`src/rtl/dsp_pkg.sv`:
```
`default_nettype none
// ============================================================================
// Module      : dsp_pkg
// Description : Shared DSP types, FSM encodings and the rounding/narrowing
//               helper used by the serial IIR/FIR datapaths.
// Revision    : 1.0 - initial release
// ============================================================================
package dsp_pkg;

    localparam int c_COEF_FRAC_DEFAULT = 14;

    typedef logic [1:0] state_t;
    localparam state_t c_ST_IDLE  = 2'd0;
    localparam state_t c_ST_MAC   = 2'd1;
    localparam state_t c_ST_ROUND = 2'd2;
    localparam state_t c_ST_OUT   = 2'd3;

    typedef struct packed {
        logic signed [63:0] value;
        logic               sat;
    } narrow_t;

    // Round half up, drop frac bits, then clamp to bw bits when sat_en is set.
    // Without sat_en the caller keeps the low bw bits, which is a wrap.
    function automatic narrow_t round_shift_sat(
        input logic signed [63:0] acc,
        input int                 frac,
        input int                 bw,
        input logic               sat_en
    );
        logic signed [63:0] r;
        logic signed [63:0] hi;
        logic signed [63:0] lo;
        narrow_t            res;
        r         = (acc + (64'sd1 <<< (frac - 1))) >>> frac;
        hi        = (64'sd1 <<< (bw - 1)) - 64'sd1;
        lo        = -(64'sd1 <<< (bw - 1));
        res.value = r;
        res.sat   = 1'b0;
        if (sat_en) begin
            if (r > hi) begin
                res.value = hi;
                res.sat   = 1'b1;
            end else if (r < lo) begin
                res.value = lo;
                res.sat   = 1'b1;
            end
        end
        return res;
    endfunction

endpackage
`default_nettype wire

```
`src/rtl/dsp_mac.sv`:
```
`default_nettype none
// ============================================================================
// Module      : dsp_mac
// Description : Registered multiply-subtract accumulator with load and enable:
//               acc <= load ? load_val : en ? acc - a*b : acc.
// Revision    : 1.0 - initial release
// ============================================================================
module dsp_mac #(
    parameter int A_W   = 16,
    parameter int B_W   = 16,
    parameter int ACC_W = 40
) (
    input  logic                    clk,
    input  logic                    rst,
    input  logic                    i_load,
    input  logic                    i_en,
    input  logic signed [ACC_W-1:0] i_load_val,
    input  logic signed [A_W-1:0]   i_a,
    input  logic signed [B_W-1:0]   i_b,
    output logic signed [ACC_W-1:0] o_acc
);

    logic signed [A_W+B_W-1:0] w_prod;
    logic signed [ACC_W-1:0]   w_acc_d;
    logic signed [ACC_W-1:0]   r_acc_q;

    assign w_prod = (A_W+B_W)'(i_a) * (A_W+B_W)'(i_b);

    always_comb begin
        w_acc_d = r_acc_q;
        if (i_load) begin
            w_acc_d = i_load_val;
        end else if (i_en) begin
            w_acc_d = r_acc_q - ACC_W'(w_prod);
        end
    end

    always_ff @(posedge clk) begin
        if (rst) begin
            r_acc_q <= '0;
        end else begin
            r_acc_q <= w_acc_d;
        end
    end

    assign o_acc = r_acc_q;

endmodule
`default_nettype wire

```
`src/rtl/iir_allpole_serial.sv`:
```
`default_nettype none
// ============================================================================
// Module      : iir_allpole_serial
// Description : Folded all-pole IIR, y[n] = x[n] - sum a[k]*y[n-k], one MAC
//               iterated over N taps. Define IIR_ALLPOLE_SAT_EN to saturate
//               the output (adds sat_flag); otherwise the output wraps.
// Revision    : 1.0 - initial release
// ============================================================================
module iir_allpole_serial
    import dsp_pkg::*;
#(
    parameter int BITWIDTH  = 16,
    parameter int ACCWIDTH  = 40,
    parameter int N         = 16,
    parameter int COEF_FRAC = c_COEF_FRAC_DEFAULT
) (
    input  logic                       clk,
    input  logic                       rst,
    input  logic signed [BITWIDTH-1:0] coeffs [N-1:0],
    input  logic                       flush,
    input  logic                       in_valid,
    output logic                       in_ready,
    input  logic signed [BITWIDTH-1:0] in_data,
    output logic                       out_valid,
    input  logic                       out_ready,
    output logic signed [BITWIDTH-1:0] out_data,
    output logic                       busy
`ifdef IIR_ALLPOLE_SAT_EN
    ,
    output logic                       sat_flag
`endif
);

    localparam int c_K_W = (N > 1) ? $clog2(N) : 1;
`ifdef IIR_ALLPOLE_SAT_EN
    localparam logic c_SAT_EN = 1'b1;
`else
    localparam logic c_SAT_EN = 1'b0;
`endif

    generate
        if (ACCWIDTH < 2*BITWIDTH + $clog2(N) + 1 || ACCWIDTH > 64) begin : g_bad_accwidth
            $error("iir_allpole_serial: ACCWIDTH out of range");
        end
    endgenerate

    state_t                     r_state_q, w_state_d;
    logic [c_K_W-1:0]           r_k_q, w_k_d;
    logic signed [BITWIDTH-1:0] r_hist_q [N-1:0];
    logic signed [BITWIDTH-1:0] w_hist_d [N-1:0];
    logic signed [BITWIDTH-1:0] r_out_data_q, w_out_data_d;
    logic                       r_out_valid_q, w_out_valid_d;
    logic                       w_mac_load, w_mac_en;
    logic signed [ACCWIDTH-1:0] w_mac_load_val;
    logic signed [ACCWIDTH-1:0] w_acc;
    narrow_t                    w_narrow;
    logic signed [BITWIDTH-1:0] w_y;

    dsp_mac #(
        .A_W   (BITWIDTH),
        .B_W   (BITWIDTH),
        .ACC_W (ACCWIDTH)
    ) u_mac (
        .clk        (clk),
        .rst        (rst),
        .i_load     (w_mac_load),
        .i_en       (w_mac_en),
        .i_load_val (w_mac_load_val),
        .i_a        (coeffs[r_k_q]),
        .i_b        (r_hist_q[r_k_q]),
        .o_acc      (w_acc)
    );

    assign w_narrow = round_shift_sat(64'(w_acc), COEF_FRAC, BITWIDTH, c_SAT_EN);
    assign w_y      = w_narrow.value[BITWIDTH-1:0];

`ifdef IIR_ALLPOLE_SAT_EN
    logic r_sat_q, w_sat_d;
    logic w_unused_bits;
    assign w_unused_bits = ^{w_narrow.value[63:BITWIDTH]};
    assign sat_flag      = r_sat_q;
`else
    logic w_unused_bits;
    assign w_unused_bits = ^{w_narrow.value[63:BITWIDTH], w_narrow.sat};
`endif

    always_comb begin
        w_state_d      = r_state_q;
        w_k_d          = r_k_q;
        w_hist_d       = r_hist_q;
        w_out_data_d   = r_out_data_q;
        w_out_valid_d  = r_out_valid_q;
        w_mac_load     = 1'b0;
        w_mac_en       = 1'b0;
        w_mac_load_val = '0;
`ifdef IIR_ALLPOLE_SAT_EN
        w_sat_d        = r_sat_q;
`endif
        case (r_state_q)
            c_ST_IDLE: begin
                if (in_valid) begin
                    w_mac_load     = 1'b1;
                    w_mac_load_val = ACCWIDTH'(in_data) <<< COEF_FRAC;
                    w_k_d          = '0;
                    w_state_d      = c_ST_MAC;
                end
            end
            c_ST_MAC: begin
                w_mac_en = 1'b1;
                if (r_k_q == c_K_W'(N - 1)) begin
                    w_state_d = c_ST_ROUND;
                end else begin
                    w_k_d = r_k_q + 1'b1;
                end
            end
            c_ST_ROUND: begin
                // History keeps the narrowed y so feedback matches the output.
                w_out_data_d  = w_y;
                w_hist_d[0]   = w_y;
                for (int i = 1; i < N; i++) begin
                    w_hist_d[i] = r_hist_q[i-1];
                end
                w_out_valid_d = 1'b1;
`ifdef IIR_ALLPOLE_SAT_EN
                w_sat_d       = w_narrow.sat;
`endif
                w_state_d     = c_ST_OUT;
            end
            default: begin
                if (out_ready) begin
                    w_out_valid_d = 1'b0;
                    w_state_d     = c_ST_IDLE;
                end
            end
        endcase

        if (flush) begin
            for (int i = 0; i < N; i++) begin
                w_hist_d[i] = '0;
            end
            w_out_valid_d  = 1'b0;
            w_state_d      = c_ST_IDLE;
            w_k_d          = '0;
            w_mac_load     = 1'b1;
            w_mac_load_val = '0;
            w_mac_en       = 1'b0;
`ifdef IIR_ALLPOLE_SAT_EN
            w_sat_d        = 1'b0;
`endif
        end
    end

    always_ff @(posedge clk) begin
        if (rst) begin
            r_state_q     <= c_ST_IDLE;
            r_k_q         <= '0;
            r_out_data_q  <= '0;
            r_out_valid_q <= 1'b0;
            for (int i = 0; i < N; i++) begin
                r_hist_q[i] <= '0;
            end
`ifdef IIR_ALLPOLE_SAT_EN
            r_sat_q       <= 1'b0;
`endif
        end else begin
            r_state_q     <= w_state_d;
            r_k_q         <= w_k_d;
            r_out_data_q  <= w_out_data_d;
            r_out_valid_q <= w_out_valid_d;
            r_hist_q      <= w_hist_d;
`ifdef IIR_ALLPOLE_SAT_EN
            r_sat_q       <= w_sat_d;
`endif
        end
    end

    assign in_ready  = (r_state_q == c_ST_IDLE);
    assign busy      = (r_state_q != c_ST_IDLE);
    assign out_valid = r_out_valid_q;
    assign out_data  = r_out_data_q;

endmodule
`default_nettype wire

```
`config.mk`:
```
export PLATFORM = sky130hd
export DESIGN_NAME = iir_allpole_serial
export DESIGN_NICKNAME = d
export VERILOG_FILES = /design/src/rtl/dsp_pkg.sv /design/src/rtl/dsp_mac.sv /design/src/rtl/iir_allpole_serial.sv
export SDC_FILE = /design/constraint.sdc
export NUM_CORES = 2
export LEC_CHECK = 0
export BUFFER_PORTS_ARGS = -buffer_cell sky130_fd_sc_hd__buf_2
export CAP_MARGIN = 0
export CORE_ASPECT_RATIO = 0.6
export CORE_UTILIZATION = 55
export DETAILED_ROUTE_END_ITERATION = 10
export PLACE_DENSITY = 0.84
export SKIP_LAST_GASP = 1
export SLEW_MARGIN = 20
export SYNTH_ARGS = -nofsm -noshare
export SYNTH_HDL_FRONTEND = slang
export SYNTH_SLANG_ARGS = --single-unit
```
`constraint.sdc`:
```
create_clock -name clk -period 12.69 [get_ports clk]
set_input_delay 2.538 -clock clk [delete_from_list [all_inputs] [get_ports clk]]
set_output_delay 2.538 -clock clk [all_outputs]
set_load 0.01 [all_outputs]
```
==> summary.md <==
| Metric | Value |
|---|---|
| CP top delay family | adder cells |
| Core Footprint | 45400 um^2 |
| Run status | complete, no violations |
| Area grow syn2layout | 11.6% |
| Mapped Cells | 2629 |
| Crit-path max FO | 10 |
| Most common cell after layout, fill and taps aside | nor2_1 |
| Largest net degree at the start of global routing | 170 |
| Crit-path most repeated cell | fa_1 |
| Critical path buffer and inverter count | 5 |
| Hold violation count in the final report | 0 |
| CTS tree | built |
| Top FF cell, synth | dfxtp_1 |
| Synth Net Count | 3280 |
| Slew Limit Headroom | 0.232 |
| Max cap viols | 0 |
| Ratio of cells with drive above 1 in the final layout | 0.188 |
| Die area | 47600 um^2 |
| Number of nets with antenna violations after routing | 0 |
| Total power per unit cell area | 89.6 nW/um^2 |
| Clock Latency Late Sink | 0.57 ns |
| I/O pins | 296 |
| Post CTS Setup Buffer Count | 0 |
| DRC Markers | 0 |
| Hold WC Path Type | flop to flop |
| Slew @ Worst Pin | 1.15 ns |
| Initial antenna violation count | 4 |
| Setup violations, final | 0 |
| Total grt overflow | 0 |
| Placed Cells | 3421 |
| Most frequent cells in the layout | nor2_1, inv_1, dfxtp_1 |
| Maximum VDD drop | 0.000127 V |
| Seq/Total Area, Yosys | 0.241 |
| Top-area cell type share of the netlist area | 0.241 |
| Total Negative Setup Slacks | 0 ns |
| Fin cells | 3479 |
| CP startpoint kind | input pin |
| Yosys warnings | 0 |
| Leak | 11.5 nW |
| Vias in the first global route | 21200 |
| Drt wl/cell | 21.4 um |
| Reg clk slew, reported paths | 0.06 ns |
| Drt pass-1 iters | 6 |
| Worst Path Class, Setup | input pin to flop |
| Die Height | 169 um |
| Clock sinks | 309 |
| Number of vias per cell | 5.84 |
| # hold bufs at CTS | 0 |
| Cell taking the most area after synthesis | dfxtp_1 |
| Crit-path max cell delay | 0.70 ns |
| Root cell of the clock tree | clkbuf_16 |
| Setup Skew | 0.0127 ns |
| H-tree depth | 1 |
| Die width | 281 um |
| Synth Area per Inst | 9.77 um^2 |
| Routed WL | 74400 um |
| Worst Setup End Kind | flop |
| Slowest stage cell, crit path | mux4_2 |
| Final RePlAce weighted congestion | 1.01 |
| First-pass GRT wire length | 116000 um |
| Resize count post-CTS | 0 |
| Vias | 20300 |
| F_max | 102 MHz |
| Row count | 60 |
| Seq cells post-synth | 309 |
| Starting DRT DRC Count | 1850 |
| RSZ-0062 raised after global routing | false |
| GRT Util Overall | 0.318 |
| Final count of pins violating max slew | 0 |
| Worst EP required | 13.15 ns |
| HPWL Detailed | 57500 um |
| CTS Buf Count | 29 |
| Final worst path period share | 0.776 |
| Post-layout min period | 9.85 ns |
| Cell Area, Synth | 25700 um^2 |
| Port buffer count | 295 |
| Unique cell type count in the Yosys netlist | 71 |
| Critical Path AT | 10.31 ns |
| Post-synth EDFFs | 0 |
| Synth top area cells | dfxtp_1, fa_1, mux4_2, mux2i_1, nor2_1 |
| Max Root-Sink Buffers | 3 |
| Initial Util | 0.565 |
| Layout Nets | 3484 |
| Fraction of registers with async set/reset | 0 |
==> state kept, by name (all words and copies together), names as in the netlist <==
register / cells
r_hist_q: 256
u_mac.o_acc: 30
out_valid: 1
r_k_q: 4
r_state_q: 2
out_data: 16
==> worst reg2reg max path, delay by kind of cell, from the launching register on <==
kind                     cells  cell delay (ns)
AO/OA/AOI/OAI                7             1.69
AND/OR/NAND/NOR              4             0.91
adder cells (fa/ha/maj)      7             3.39
buffers and inverters        5             0.98
multiplexers                 2             1.35
flip-flops                   1             0.95
==> metrics by stage <==
| step | util | setup WS [ns] | cell area, um^2 | total power (W) | hold WS, ns |
|---|---|---|---|---|---|
| 3_3_place_gp | 0.608 | 2.61 | 27600 | 0.00161 | 0.460 |
| 3_5_place_dp | 0.608 | 2.40 | 27600 | 0.00163 | 0.468 |
| 4_1_cts | 0.630 | 3.01 | 28600 | 0.00257 | 0.477 |
| 5_1_grt | 0.631 | 2.62 | 28700 | 0.00268 | 0.513 |
| 6_report | 0.631 | 2.84 | 28700 | 0.00257 | 0.478 |
| 2_1_floorplan | - | 3.40 | 25700 | 0.00144 | 0.446 |
==> cell families (layout without fill, tap and decap cells) <==
kind of cell | Yosys count | after routing | share of synthesized area
other cells | 0 | 3 | 0
fa+ha+maj | 374 | 374 | 0.264
simple gates | 765 | 765 | 0.122
compound gates | 205 | 205 | 0.0518
flops | 309 | 309 | 0.241
xor+xnor | 60 | 60 | 0.0205
mux | 389 | 389 | 0.222
buf+inv | 527 | 754 | 0.0789
==> path summary, 6_finish.rpt <==
kind	start	end	slack [ns]	cells past startpoint
setup / recovery	coeffs[185]	u_mac.o_acc[28]	2.84	25
hold reg to reg	u_mac.o_acc[5]	u_mac.o_acc[5]	0.48	2
hold / removal	u_mac.o_acc[5]	u_mac.o_acc[5]	0.48	2
setup reg to reg	r_k_q[0]	u_mac.o_acc[28]	3.33	25
==> Yosys cell counts, types with 9 or more instances <==
| cell type | count |
|---|---|
| nor2_1 | 446 |
| inv_1 | 376 |
| dfxtp_1 | 309 |
| fa_1 | 280 |
| mux2i_1 | 246 |
| nand2_1 | 205 |
| mux4_2 | 134 |
| clkbuf_1 | 103 |
| ha_1 | 94 |
| xnor2_1 | 51 |
| a21oi_1 | 47 |
| o21ai_0 | 34 |
| nand3_1 | 31 |
| buf_1 | 27 |
| a211oi_1 | 25 |
| buf_2 | 16 |
| a21o_1 | 15 |
| nor3_1 | 15 |
| nand2b_1 | 14 |
| o21ai_1 | 13 |
| o21a_1 | 12 |
| a22oi_1 | 11 |
| or2_2 | 11 |
| xor2_1 | 9 |
==> metal layers <==
metal / vias to the layer above / GRT usage / part of all wire
met4: 0 / 0.113 / 0.042
met1: 10100 / 0.414 / 0.39
li1: 9021 / - / -
met3: 158 / 0.0848 / 0.11
met2: 1017 / 0.513 / 0.45
met5: - / 0 / 0
==> layout make-up <==
class                           instances  area [um^2]
Antenna cell                            3         7.51
Tap cell                              620          776
Fill cell                            3586        16800
Clock inverter                         17          218
Timing Repair Buffer                  323         1740
Sequential cell                       309         6200
Multi-Input combinational cell       1793        17500
Clock buffer                           37          806
Inverter                              377         1420
==> power by group <==
| part | leakage [nW] | internal, W | total, W | switching (W) |
|---|---|---|---|---|
| Sequential | 2.49 | 0.000977 | 0.000990 | 0.0000130 |
| Clock | 0.503 | 0.000536 | 0.000937 | 0.000400 |
| Combinational | 8.48 | 0.000263 | 0.000641 | 0.000378 |
| Total | 11.5 | 0.00178 | 0.00257 | 0.000792 |
(Power assumes the default switching activity.)
